--- src/rtl/iir_biquad_cascade.sv ---
// Cascade of SECTIONS direct-form-II biquads sharing one multiply-accumulate
// datapath. Five MAC steps per section; samples move through valid/ready.
module iir_biquad_cascade #(
  parameter int WIDTH    = 31,
  parameter int FRAC     = 16,
  parameter int SECTIONS = 2
) (
  input  logic                                              clk,
  input  logic                                              rst,
  input  logic                                              in_valid,
  output logic                                              in_ready,
  input  logic [WIDTH:0]                                    x,
  output logic                                              out_valid,
  input  logic                                              out_ready,
  output logic [WIDTH:0]                                    y,
  input  logic                                              coef_we,
  input  logic [((SECTIONS > 1) ? $clog2(SECTIONS) : 1)-1:0] coef_sec,
  input  logic [2:0]                                        coef_idx,
  input  logic [WIDTH:0]                                    coef_data,
  input  logic                                              clear_state,
  output logic                                              busy
);

  localparam int W  = WIDTH + 1;
  localparam int AW = W + 4;
  localparam int SW = (SECTIONS > 1) ? $clog2(SECTIONS) : 1;

  localparam logic signed [AW-1:0] ACC_MAX  = {{(AW-WIDTH){1'b0}}, {WIDTH{1'b1}}};
  localparam logic signed [AW-1:0] ACC_MIN  = {{(AW-WIDTH){1'b1}}, {WIDTH{1'b0}}};
  localparam logic signed [WIDTH:0] ONE     = {{(W-1){1'b0}}, 1'b1} << FRAC;
  localparam logic [SW-1:0]         SEC_LAST = SW'(SECTIONS - 1);
  localparam logic [2:0]            STEP_LAST = 3'd4;

  typedef enum logic [1:0] {IDLE, MAC, OUT} state_t;

  state_t                  state_q, state_d;
  logic [SW-1:0]           sec_q, sec_d;
  logic [2:0]              step_q, step_d;
  logic signed [AW-1:0]    acc_q, acc_d;
  logic signed [WIDTH:0]   u_q, u_d;
  logic signed [WIDTH:0]   w_q, w_d;
  logic [WIDTH:0]          y_q, y_d;
  logic signed [WIDTH:0]   coef_q [SECTIONS][5];
  logic signed [WIDTH:0]   coef_d [SECTIONS][5];
  logic signed [WIDTH:0]   w1_q [SECTIONS];
  logic signed [WIDTH:0]   w1_d [SECTIONS];
  logic signed [WIDTH:0]   w2_q [SECTIONS];
  logic signed [WIDTH:0]   w2_d [SECTIONS];

  logic signed [WIDTH:0]   mul_a, mul_b;
  logic signed [2*W-1:0]   prod;
  logic signed [AW-1:0]    term;
  logic signed [AW-1:0]    acc_n;

  function automatic logic signed [WIDTH:0] sat(input logic signed [AW-1:0] a);
    if (a > ACC_MAX)      return ACC_MAX[WIDTH:0];
    else if (a < ACC_MIN) return ACC_MIN[WIDTH:0];
    else                  return a[WIDTH:0];
  endfunction

  // State and datapath registers; reset restores pass-through coefficients
  always_ff @(posedge clk) begin
    if (rst) begin
      state_q <= IDLE;
      sec_q   <= '0;
      step_q  <= '0;
      acc_q   <= '0;
      u_q     <= '0;
      w_q     <= '0;
      y_q     <= '0;
      for (int unsigned s = 0; s < SECTIONS; s++) begin
        w1_q[s]      <= '0;
        w2_q[s]      <= '0;
        coef_q[s][0] <= ONE;
        coef_q[s][1] <= '0;
        coef_q[s][2] <= '0;
        coef_q[s][3] <= '0;
        coef_q[s][4] <= '0;
      end
    end else begin
      state_q <= state_d;
      sec_q   <= sec_d;
      step_q  <= step_d;
      acc_q   <= acc_d;
      u_q     <= u_d;
      w_q     <= w_d;
      y_q     <= y_d;
      w1_q    <= w1_d;
      w2_q    <= w2_d;
      coef_q  <= coef_d;
    end
  end

  // Next-state logic
  always_comb begin
    state_d = state_q;
    unique case (state_q)
      IDLE: if (in_valid) state_d = MAC;
      MAC:  if (step_q == STEP_LAST && sec_q == SEC_LAST) state_d = OUT;
      OUT:  if (out_ready) state_d = IDLE;
      default: state_d = IDLE;
    endcase
  end

  // Handshake and status outputs decoded from state
  always_comb begin
    in_ready  = (state_q == IDLE);
    out_valid = (state_q == OUT);
    busy      = (state_q != IDLE);
    y         = y_q;
  end

  // Shared multiplier operand select: coefficient x delay/intermediate word
  always_comb begin
    mul_a = '0;
    mul_b = '0;
    case (step_q)
      3'd0: begin mul_a = coef_q[sec_q][3]; mul_b = w1_q[sec_q]; end
      3'd1: begin mul_a = coef_q[sec_q][4]; mul_b = w2_q[sec_q]; end
      3'd2: begin mul_a = coef_q[sec_q][0]; mul_b = w_q;         end
      3'd3: begin mul_a = coef_q[sec_q][1]; mul_b = w1_q[sec_q]; end
      3'd4: begin mul_a = coef_q[sec_q][2]; mul_b = w2_q[sec_q]; end
      default: ;
    endcase
    prod = mul_a * mul_b;
    term = AW'(prod >>> FRAC);
  end

  // Datapath update: coefficient writes/clears in IDLE (write and clear land
  // before the accepted sample is processed), MAC sequencing otherwise
  always_comb begin
    sec_d  = sec_q;
    step_d = step_q;
    acc_d  = acc_q;
    u_d    = u_q;
    w_d    = w_q;
    y_d    = y_q;
    w1_d   = w1_q;
    w2_d   = w2_q;
    coef_d = coef_q;
    acc_n  = '0;
    case (state_q)
      IDLE: begin
        if (coef_we && int'(coef_sec) < SECTIONS && coef_idx < 3'd5)
          coef_d[coef_sec][coef_idx] = coef_data;
        if (clear_state) begin
          for (int unsigned s = 0; s < SECTIONS; s++) begin
            w1_d[s] = '0;
            w2_d[s] = '0;
          end
        end
        if (in_valid) begin
          u_d    = x;
          sec_d  = '0;
          step_d = '0;
        end
      end
      MAC: begin
        case (step_q)
          3'd0: begin
            acc_d  = AW'(u_q) - term;
            step_d = 3'd1;
          end
          3'd1: begin
            acc_n  = acc_q - term;
            acc_d  = acc_n;
            w_d    = sat(acc_n);
            step_d = 3'd2;
          end
          3'd2: begin
            acc_d  = term;
            step_d = 3'd3;
          end
          3'd3: begin
            acc_d  = acc_q + term;
            step_d = 3'd4;
          end
          default: begin
            acc_n         = acc_q + term;
            acc_d         = acc_n;
            u_d           = sat(acc_n);
            w2_d[sec_q]   = w1_q[sec_q];
            w1_d[sec_q]   = w_q;
            step_d        = '0;
            if (sec_q == SEC_LAST) y_d = sat(acc_n);
            else                   sec_d = sec_q + SW'(1);
          end
        endcase
      end
      default: ;
    endcase
  end

endmodule

--- config.mk ---
export PLATFORM = sky130hd
export DESIGN_NAME = iir_biquad_cascade
export DESIGN_NICKNAME = d
export VERILOG_FILES = /design/src/rtl/iir_biquad_cascade.sv
export SDC_FILE = /design/constraint.sdc
export NUM_CORES = 2
export LEC_CHECK = 0
export CAP_MARGIN = 15
export CORE_MARGIN = 5
export CORE_UTILIZATION = 25
export DETAILED_ROUTE_END_ITERATION = 12
export GPL_ROUTABILITY_DRIVEN = 0
export PLACE_DENSITY = 0.41
export SYNTH_ARGS = -nofsm -noshare
export SYNTH_HDL_FRONTEND = slang
export SYNTH_SLANG_ARGS = --single-unit
--- constraint.sdc ---
create_clock -name clk -period 17.5 [get_ports clk]
set_clock_uncertainty 0.2 [all_clocks]
set_input_delay 1.75 -clock clk [delete_from_list [all_inputs] [get_ports clk]]
set_output_delay 1.75 -clock clk [all_outputs]
set_load 0.02 [all_outputs]
==> impl_metrics.toml <==
[min_path]
hp-class = "flip-flop to flip-flop"
holdPathStages = 2
worstHoldStart = "coef_q[18]"
whs_endpoint = "coef_q[18]"

[sta]
period_minus_slack_ps = 15230
fmax_mhz = 65.7
rsz0062_at_grt = "no"
relSlewSlack_pct = 19.9
setup_viol = 0
period_share_pct = 87.0
slew_violations = 0
tns_ps = 0
worst_pin_slew_ps = 1200
hold_violations = 0

[setup_path]
crit_top_cell = "fa_1"
cp.arrival_ps = 15630
reg2reg_from = "step_q[0]"
critPathBufInv = 7
required_ps = 17900
cpMaxStageDelayCell = "nor2_4"
end_kind = "flip-flop"
worstSetupStartpointType = "flip-flop"
crit_start = "step_q[0]"
critPathMaxFanout = 62
reg2reg_depth = 45
crit_family = "compound AO/OA/AOI/OAI gates"
critPathKind = "flip-flop to flip-flop"
max_stage_delay_ps = 620
worstReg2RegEnd = "y[9]"
reg2reg_setup_slack_ps = 2270

[power]
switchingPower_uw = 1300
power.static_leakage_uw = 0.0282
switching_share_pct = 33.1
p_clk_share_pct = 40.9
ir_drop_uv = 65.8
finalPower_uw = 3910
p_per_area_mw_per_mm2 = 56.5
combPwrFrac_pct = 23.5
power.internal_uw = 2610
p_seq_share_pct = 35.6

[layout]
multiInputGateArea_mm2 = 0.0446
num-fill-cells = 26600
fin_nets = 8569
final_cell_mix = "nand2_1 (1239), inv_1 (981), fa_1 (919)"
final_common_cell = "nand2_1"
drive_above_1_share_pct = 6.41
areaGrowthSynthToFinish_pct = 11.9
regArea_mm2 = 0.0117

[clocking]
root_buffer = "clkbuf_16"
cts_tree = "built"
htree_levels = 3
cts_buffer_depth = 3
cts_buffers = 74
insertion_delay_ps = 710
ctsHoldBuffers = 0
cts.sinks = 586
post_cts_buffers = 0
cts_resized = 0
path_clk_slew_ps = 60

[routing]
wl_met1_mm = 110
wire_per_inst_um = 23.5
first_iter_violations = 3662
vias = 51900
drc = 0
dr_wl_met2_mm = 119
routed.top_layer = "met5"
drtAntennaViolNets = 0
dr.pass1.iters = 6
route.met3.wl_mm = 13.2
via_per_inst = 4.91
wl_mm = 249

[die]
die_width_um = 507
floorplan.rows = 182
die-area_mm2 = 0.257
die_h_um = 507
ios = 109
core_area_mm2 = 0.246
initial_core_util_pct = 25.1

[outcome]
status = "completed"

[synthesis]
postSynthCellCount = 7446
syn-cell-area_mm2 = 0.0618
synthMuxAreaShare_pct = 3.03
postSynth.topFlopCell = "dfxtp_1"
synth_xor_area_share_pct = 2.42
synth_simple_gate_area_share_pct = 15.8
ys_ff_latch = 586
seq_area_frac_synth_pct = 19.0
avgSynthCellArea_um2 = 8.30
synth_enable_flop_cells = 0
synth_fa_ha_area_share_pct = 35.4
synth_top_family_by_area = "adder cells"
synth_compound_area_share_pct = 15.0
synthArstFlopShare_pct = 0
yosysWarnings = 0
synth_cell_types = 94
syn_nets = 8715

[flow_run]
max_cap_violations = 0

[global_routing]
antenna_found_initial = 12
grt.total_usage_pct = 19.1
grt_max_degree = 103
grt_pass1_vias = 53400
grt_pass1_wl_mm = 369
overflow = 0

[placement]
io_buffers = 108
dp_hpwl_mm = 190
==> state kept, by name, indices dropped and copies added, names as in the netlist, 3 cells and up <==
| register | flops |
|---|---|
| coef_q | 320 |
| w1_q | 64 |
| w2_q | 64 |
| acc_q | 36 |
| u_q | 32 |
| w_q | 32 |
| y | 32 |
| step_q | 3 |
==> worst min-delay path, cell delays in order, from the launching register on <==
cell and delay, ps:
dfxtp_1 300, nand2_1 50, a21oi_1 50
==> power by group through the flow <==
| stage | clock [uW] | sequential, uW | combinational [uW] |
|---|---|---|---|
| final | 1600 | 1390 | 918 |
| after global routing | 1690 | 1390 | 994 |
| after CTS | 1650 | 1390 | 910 |
| after detailed placement | 0 | 1420 | 904 |
| after global placement | 0 | 1420 | 905 |
| after floorplan | 0 | 1410 | 611 |
==> Yosys cell counts, drive strengths merged, types with 16 or more instances <==
cell    number  share of area (%)
nand2     1240                7.5
inv        982                6.0
fa         919                 30
nor2       860                5.2
dfxtp      586                 19
a21oi      528                4.3
clkbuf     443                2.7
ha         276                5.6
o21ai      178                1.4
a22oi      169                2.1
mux2i      151                2.4
a211oi     140                1.9
xnor2      125                1.8
a21o        75               0.92
buf         74               0.73
nand2b      53               0.54
nor2b       44               0.45
o22ai       44               0.45
nor3        41               0.33
xor2        37               0.54
and2        33               0.33
o21bai      32               0.39
o211ai      31               0.38
a211o       28               0.40
nand3       27               0.23
mux2        26               0.47
o221ai      22               0.32
o21a        21               0.26
a221oi      19               0.27
nor4        16               0.18
or3         16               0.16
==> worst max path at each step <==
stage,to,slack [ps],cells past startpoint
after floorplan,y[23],4280,52
after global placement,y[2],2590,45
after detailed placement,y[9],2580,45
after CTS,y[4],2480,45
after global routing,y[6],1700,44
final,y[9],2270,45
==> final cells by class <==
cell class                      count  share of cell area (%)
Multi-Input combinational cell   5358                    64.5
Sequential cell                   586                    17.0
Tap cell                         3220                    5.82
Inverter                          985                    5.34
Timing Repair Buffer              295                    3.71
Clock buffer                      106                    3.14
Clock inverter                     28                   0.465
Antenna cell                        3                  0.0109
==> kinds of logic (layout without fill, tap and decap cells) <==
group / after synthesis / after routing
compound gates: 1413 / 1413
fa+ha+maj: 1195 / 1195
other cells: 0 / 3
flops: 586 / 586
mux: 180 / 180
buf+inv: 1502 / 1414
xor+xnor: 165 / 165
simple gates: 2405 / 2405
==> through the flow <==
step	instance area [um2]	hold WS, ps	utilization, %	instances	setup WS (ps)
after global placement	66700	238	27.1	10400	2590
after floorplan	61800	225	-	7446	4280
after detailed placement	66700	244	27.1	10400	2580
after CTS	69200	252	28.1	10600	2480
after global routing	69200	262	28.1	10600	1700
final	69200	251	28.1	10600	2270
==> metal layers <==
metal  GRT usage [%]  vias to the layer above
li1                -                    23500
met3            2.55                      289
met5               0                        -
met2            32.1                     1391
met1            25.9                    26800
met4            4.82                        8
(Power assumes the default switching activity.)
